## config.mk

```make
export PLATFORM = sky130hd
export DESIGN_NAME = key_input_ctrl
export DESIGN_NICKNAME = d
export VERILOG_FILES = /design/src/rtl/key_input_ctrl.sv
export SDC_FILE = /design/constraint.sdc
export NUM_CORES = 1
export LEC_CHECK = 0
export ABC_CLOCK_PERIOD_IN_PS = 5100
export BUFFER_PORTS_ARGS = -buffer_cell sky130_fd_sc_hd__clkbuf_2
export CORE_ASPECT_RATIO = 0.5
export CORE_MARGIN = 4
export CORE_UTILIZATION = 30
export CTS_CLUSTER_SIZE = 40
export DETAILED_ROUTE_END_ITERATION = 12
export GPL_TIMING_DRIVEN = 0
export PLACE_DENSITY = 0.51
export SLEW_MARGIN = 20
export SYNTH_ARGS = -nofsm -noshare
export SYNTH_HDL_FRONTEND = slang
export SYNTH_SLANG_ARGS = --single-unit
```

## constraint.sdc

```tcl
create_clock -name CLOCK_50 -period 5.1 [get_ports CLOCK_50]
set_clock_uncertainty 0.05 [all_clocks]
set_input_delay 0.765 -clock CLOCK_50 [delete_from_list [all_inputs] [get_ports CLOCK_50]]
set_output_delay 0.765 -clock CLOCK_50 [all_outputs]
set_load 0.02 [all_outputs]
```

## src/rtl/key_input_ctrl.sv

```systemverilog
// Push-button front end: per-key 2-flop sync, polarity normalise, debounce,
// press/release pulses and an auto-repeat timer feeding the game control FSM.
module key_input_ctrl #(
  parameter int NUM_KEYS        = 4,
  parameter bit ACTIVE_LOW      = 1'b1,
  parameter int DEBOUNCE_CYCLES = 1000000,
  parameter int REPEAT_DELAY    = 25000000,
  parameter int REPEAT_PERIOD   = 5000000
) (
  input  logic                CLOCK_50,
  input  logic                resetn,
  input  logic [NUM_KEYS-1:0] key_raw,
  input  logic                repeat_en,
  output logic [NUM_KEYS-1:0] key_level,
  output logic [NUM_KEYS-1:0] key_press,
  output logic [NUM_KEYS-1:0] key_release,
  output logic [NUM_KEYS-1:0] key_repeat,
  output logic [NUM_KEYS-1:0] key_event,
  output logic                any_event
);

  localparam int DW   = $clog2(DEBOUNCE_CYCLES + 1);
  localparam int RMAX = (REPEAT_DELAY > REPEAT_PERIOD) ? REPEAT_DELAY : REPEAT_PERIOD;
  localparam int RW   = $clog2(RMAX + 1);
  localparam logic [DW-1:0] DEB_LAST = DW'(DEBOUNCE_CYCLES - 1);
  localparam logic [RW-1:0] DLY_LAST = RW'(REPEAT_DELAY - 1);
  localparam logic [RW-1:0] PER_LAST = RW'(REPEAT_PERIOD - 1);
  // Synchroniser resets to the raw "released" level so no phantom press follows reset.
  localparam logic [NUM_KEYS-1:0] RAW_IDLE = ACTIVE_LOW ? '1 : '0;

  typedef enum logic [1:0] {
    ST_IDLE   = 2'd0,
    ST_DELAY  = 2'd1,
    ST_REPEAT = 2'd2
  } rpt_state_e;

  logic [NUM_KEYS-1:0] sync1_q, sync2_q, key_norm;
  logic [NUM_KEYS-1:0] level_q, level_d;
  logic [NUM_KEYS-1:0] press_q, press_d;
  logic [NUM_KEYS-1:0] release_q, release_d;
  logic [NUM_KEYS-1:0] repeat_q, repeat_d;
  logic [NUM_KEYS-1:0] accept;
  logic [DW-1:0]       deb_cnt_q [NUM_KEYS];
  logic [DW-1:0]       deb_cnt_d [NUM_KEYS];
  logic [RW-1:0]       rpt_cnt_q [NUM_KEYS];
  logic [RW-1:0]       rpt_cnt_d [NUM_KEYS];
  rpt_state_e          state_q   [NUM_KEYS];
  rpt_state_e          state_d   [NUM_KEYS];

  assign key_norm = ACTIVE_LOW ? ~sync2_q : sync2_q;

  always_ff @(posedge CLOCK_50 or negedge resetn) begin
    if (!resetn) begin
      sync1_q   <= RAW_IDLE;
      sync2_q   <= RAW_IDLE;
      level_q   <= '0;
      press_q   <= '0;
      release_q <= '0;
      repeat_q  <= '0;
      for (int k = 0; k < NUM_KEYS; k++) begin
        deb_cnt_q[k] <= '0;
        rpt_cnt_q[k] <= '0;
        state_q[k]   <= ST_IDLE;
      end
    end else begin
      sync1_q   <= key_raw;
      sync2_q   <= sync1_q;
      level_q   <= level_d;
      press_q   <= press_d;
      release_q <= release_d;
      repeat_q  <= repeat_d;
      for (int k = 0; k < NUM_KEYS; k++) begin
        deb_cnt_q[k] <= deb_cnt_d[k];
        rpt_cnt_q[k] <= rpt_cnt_d[k];
        state_q[k]   <= state_d[k];
      end
    end
  end

  always_comb begin
    level_d   = level_q;
    press_d   = '0;
    release_d = '0;
    repeat_d  = '0;
    accept    = '0;
    for (int k = 0; k < NUM_KEYS; k++) begin
      deb_cnt_d[k] = '0;
      rpt_cnt_d[k] = rpt_cnt_q[k];
      state_d[k]   = state_q[k];

      // Any sample agreeing with the accepted level restarts the stability window.
      if (key_norm[k] != level_q[k]) begin
        if (deb_cnt_q[k] == DEB_LAST) begin
          accept[k]    = 1'b1;
          level_d[k]   = ~level_q[k];
          press_d[k]   = ~level_q[k];
          release_d[k] = level_q[k];
        end else begin
          deb_cnt_d[k] = deb_cnt_q[k] + 1'b1;
        end
      end

      // Timers run regardless of repeat_en so re-enabling keeps the original cadence.
      case (state_q[k])
        ST_IDLE: begin
          if (accept[k] && !level_q[k]) begin
            state_d[k]   = ST_DELAY;
            rpt_cnt_d[k] = '0;
          end
        end
        ST_DELAY: begin
          if (rpt_cnt_q[k] == DLY_LAST) begin
            state_d[k]   = ST_REPEAT;
            rpt_cnt_d[k] = '0;
            repeat_d[k]  = repeat_en;
          end else begin
            rpt_cnt_d[k] = rpt_cnt_q[k] + 1'b1;
          end
        end
        ST_REPEAT: begin
          if (rpt_cnt_q[k] == PER_LAST) begin
            rpt_cnt_d[k] = '0;
            repeat_d[k]  = repeat_en;
          end else begin
            rpt_cnt_d[k] = rpt_cnt_q[k] + 1'b1;
          end
        end
        default: begin
          state_d[k]   = ST_IDLE;
          rpt_cnt_d[k] = '0;
        end
      endcase

      if (accept[k] && level_q[k]) begin
        state_d[k]   = ST_IDLE;
        rpt_cnt_d[k] = '0;
        repeat_d[k]  = 1'b0;
      end
    end
  end

  assign key_level   = level_q;
  assign key_press   = press_q;
  assign key_release = release_q;
  assign key_repeat  = repeat_q;
  assign key_event   = press_q | repeat_q;
  assign any_event   = |key_event;

endmodule
```

==> metrics.yaml <==
layout-area-overhead-vs-synth_pct: 14.2
seq_area_sq_mm: 0.00532
port-buffer-count: 27
synth_edf_count: 0
end_kind: "flip-flop"
finalHoldViolCount: 0
dp_hpwl_mm: 19.0
start_util_pct: 30.4
grt_usage_pct: 13.3
cts_root_buffer: "clkbuf_16"
syn_area_sq_mm: 0.0114
use_met1_pct: 18.3
drive_gt1_share_pct: 8.93
timing_worst_setup_path_type: "reg -> reg"
peakVddDrop_mv: 0.217
maxCapViolations: 0
globalplace.congestion: 0.842
swShare_pct: 21.7
die_area_sq_mm: 0.0413
grt_pass1_vias: 9198
nets: 1313
viasPerCell: 5.23
drt_first_iter_violations: 730
slew_viol_final: 0
max_freq_mhz: 317
setup_viol: 0
die_y_um: 146
power.density_mw_per_mm2: 274
pwr-share-clk_pct: 50.0
numCtsBuffers: 23
synthFlopType: "dfrtp_1"
slew_headroom_pct: 36.1
critical_path.max_stage_delay_ns: 0.57
cellInternalPower_w: 0.00278
synthArstFlopShare_pct: 100
synth_cells: 1228
p_comb_share_pct: 2.0
top_usage_layer: "met2"
r2r-start: "deb_cnt_q[20]$_DFF_PN0_"
grt_first_pass_wirelength_mm: 47.2
holdBufCountCts: 0
crit_path_max_fanout: 10
p_leak_nw: 5.37
crit_start: "deb_cnt_q[20]$_DFF_PN0_"
clkTransAtPathRegs_ns: 0.06
grtUsageMet2_pct: 22.0
drt_wl_total_mm: 27.7
diodes: 0
worstHoldPathType: "in -> async"
multiInputGateArea_sq_mm: 0.00565
fillers: 3803
min_period_over_period_pct: 61.8
cts_buffer_depth: 3
die_w_um: 283
use_met3_pct: 2.10
std_cell_rows: 50
post-place-ws_ns: 1.99
postCtsSetupRepairBufs: 0
synth.avg_cell_area_sq_um: 9.26
post-route-min-period_ns: 3.15
ys_seq_area_share_pct: 46.7
worst_slack_ns: 1.95
switchingPower_w: 0.000770
cts_tree: "done"
utilization_pct: 34.7
synth_seq_cells: 212
cts_resized: 0
seq_power_share_pct: 48.0
num_vias: 9380
crit_arrival_ns: 3.51
synth_cell_types: 72
grt_max_degree: 88
drc: 0
worst_pin_slew_ns: 0.951
first_pass_iters: 5
wl_per_cell_um: 15.5
cts.sinks: 212
path_cells: "ha_1 > nand4_1 > or4_1 > clkbuf_1 > o31a_1 > o211ai_2 > clkbuf_1 > nor4_1 > a21o_1"
status: "complete, no violations"
crit_path_top_delay_cell: "or4_1"
htree_levels: 1
rsz0062_at_grt: "false"
core_sq_mm: 0.0374
antenna_found_initial: 0
io-pin-count: 28
cp_top_family: "simple AND/OR/NAND/NOR gates"
cp.required_ns: 5.46
syn-num-nets: 1259
startpoint_type: "flip-flop"
grt.overflow.total: 0
ant_nets: 0
path_common_cell: "clkbuf_1"
ys_warn_count: 0
cp.buffers_inverters: 2
clock_latency_ns: 0.53
## worst paths after layout
kind	depth (start not counted)	slack, ns	to
setup / recovery	9	1.95	rpt_cnt_q[42]$_DFFE_PN0P_
hold / removal	1	0.12	rpt_cnt_q[39]$_DFFE_PN0P_
setup reg to reg	9	1.95	rpt_cnt_q[42]$_DFFE_PN0P_
hold reg to reg	0	0.31	sync2_q[2]$_DFF_PN1_
max in group asynchronous	3	3.70	sync1_q[1]$_DFF_PN1_
min in group CLOCK_50	1	0.27	sync1_q[3]$_DFF_PN1_
## power groups by stage
stage | Combinational, W | Clock (W) | Sequential [W]
final | 0.0000718 | 0.00178 | 0.00171
after floorplan | 0.0000232 | 0 | 0.00173
after global routing | 0.0000861 | 0.00191 | 0.00171
after CTS | 0.0000772 | 0.00184 | 0.00171
after global placement | 0.0000684 | 0 | 0.00174
after detailed placement | 0.0000769 | 0 | 0.00174
## cells in the final DEF (no fill, tap or decap), types with 7 or more instances in the layout
cell       netlist  layout
clkbuf_8         4      11
dfstp_2          8       8
nand3_1        114     114
clkbuf_16        0      23
or2_2           20      20
xor2_1          46      46
clkbuf_2         1      27
and3_1          35      35
and4_1          16      16
clkbuf_1        30      36
nand4_1         61      61
a21o_1          27      27
xnor2_1         28      28
nor4_1          20      20
o31ai_1         15      15
o311ai_0        25      25
or4_1           13      13
inv_1           38      38
o21ai_0         54      54
a21oi_1         22      22
ha_1            24      24
o31a_1           7       7
nand2_1        120     120
nor3_1          31      31
nor2_1         125     125
nand4b_1         7       7
dfrtp_1        204     204
a22oi_1          9       9
or3_1           28      28
## synth_stat cells (13+ instances only)
library cell / instances / area, sq um
a21o_1: 27 / 203
a21oi_1: 22 / 110
and3_1: 35 / 219
and4_1: 16 / 140
clkbuf_1: 30 / 113
dfrtp_1: 204 / 5100
ha_1: 24 / 300
inv_1: 38 / 143
nand2_1: 120 / 450
nand3_1: 114 / 571
nand4_1: 61 / 382
nor2_1: 125 / 469
nor3_1: 31 / 155
nor4_1: 20 / 125
o21ai_0: 54 / 270
o311ai_0: 25 / 219
o31ai_1: 15 / 113
or2_2: 20 / 125
or3_1: 28 / 175
or4_1: 13 / 97.6
xnor2_1: 28 / 245
xor2_1: 46 / 403
## layer usage
metal / share of wire [%] / vias to the layer above
li1: - / 4597
met1: 48 / 4604
met2: 46 / 141
met3: 3.0 / 38
met4: 2.2 / 0
met5: 0 / -
## logic make-up (layout without fill, tap and decap cells)
group                      after synthesis  after routing  synth area share (%)
DFF                                    212            212                  46.7
buffers and inverters                   84            155                  3.56
and+or+nand+nor                        631            631                  29.0
AOI/OAI and AO/OA                      202            202                  12.3
adders and majority gates               24             24                  2.64
xor gates and xnor gates                74             74                  5.70
muxes                                    1              1                0.0880
## stage by stage
stage / setup TNS [ns] / area [sq um] / hold slack, ns / power, W / std cells
final: 0 / 13000 / 0.120 / 0.00355 / 1793
after global routing: 0 / 13000 / 0.140 / 0.00370 / 1793
after CTS: 0 / 13000 / 0.124 / 0.00362 / 1793
after detailed placement: 0 / 12200 / 0.297 / 0.00181 / 1751
after global placement: -215.69 / 12100 / 0.296 / 0.00181 / 1749
after floorplan: 0 / 11400 / 0.295 / 0.00176 / 1228
## cell type report
type | instances | area share, %
buffer | 46 | 2.02
tap | 494 | 4.76
sequential | 212 | 40.9
clock inverter | 7 | 0.877
multi-input combinational | 932 | 43.5
clock buffer | 35 | 5.24
inverter | 38 | 1.10
timing repair buffer | 29 | 1.53
## sequential cells by signal (all words and copies together) (netlist names)
signal / cells
key_repeat: 4
key_press: 4
key_release: 4
sync1_q: 4
rpt_cnt_q: 100
key_level: 4
state_q: 8
deb_cnt_q: 80
sync2_q: 4
## worst reg2reg max path, cell delays in order (launching register included)
cell and delay, ns:
dfrtp_1 0.39, ha_1 0.23, nand4_1 0.25, or4_1 0.57, clkbuf_1 0.19, o31a_1 0.40, o211ai_2 0.18, clkbuf_1 0.49
nor4_1 0.11, a21o_1 0.17
No activity file was read; power rests on OpenSTA's default activity.
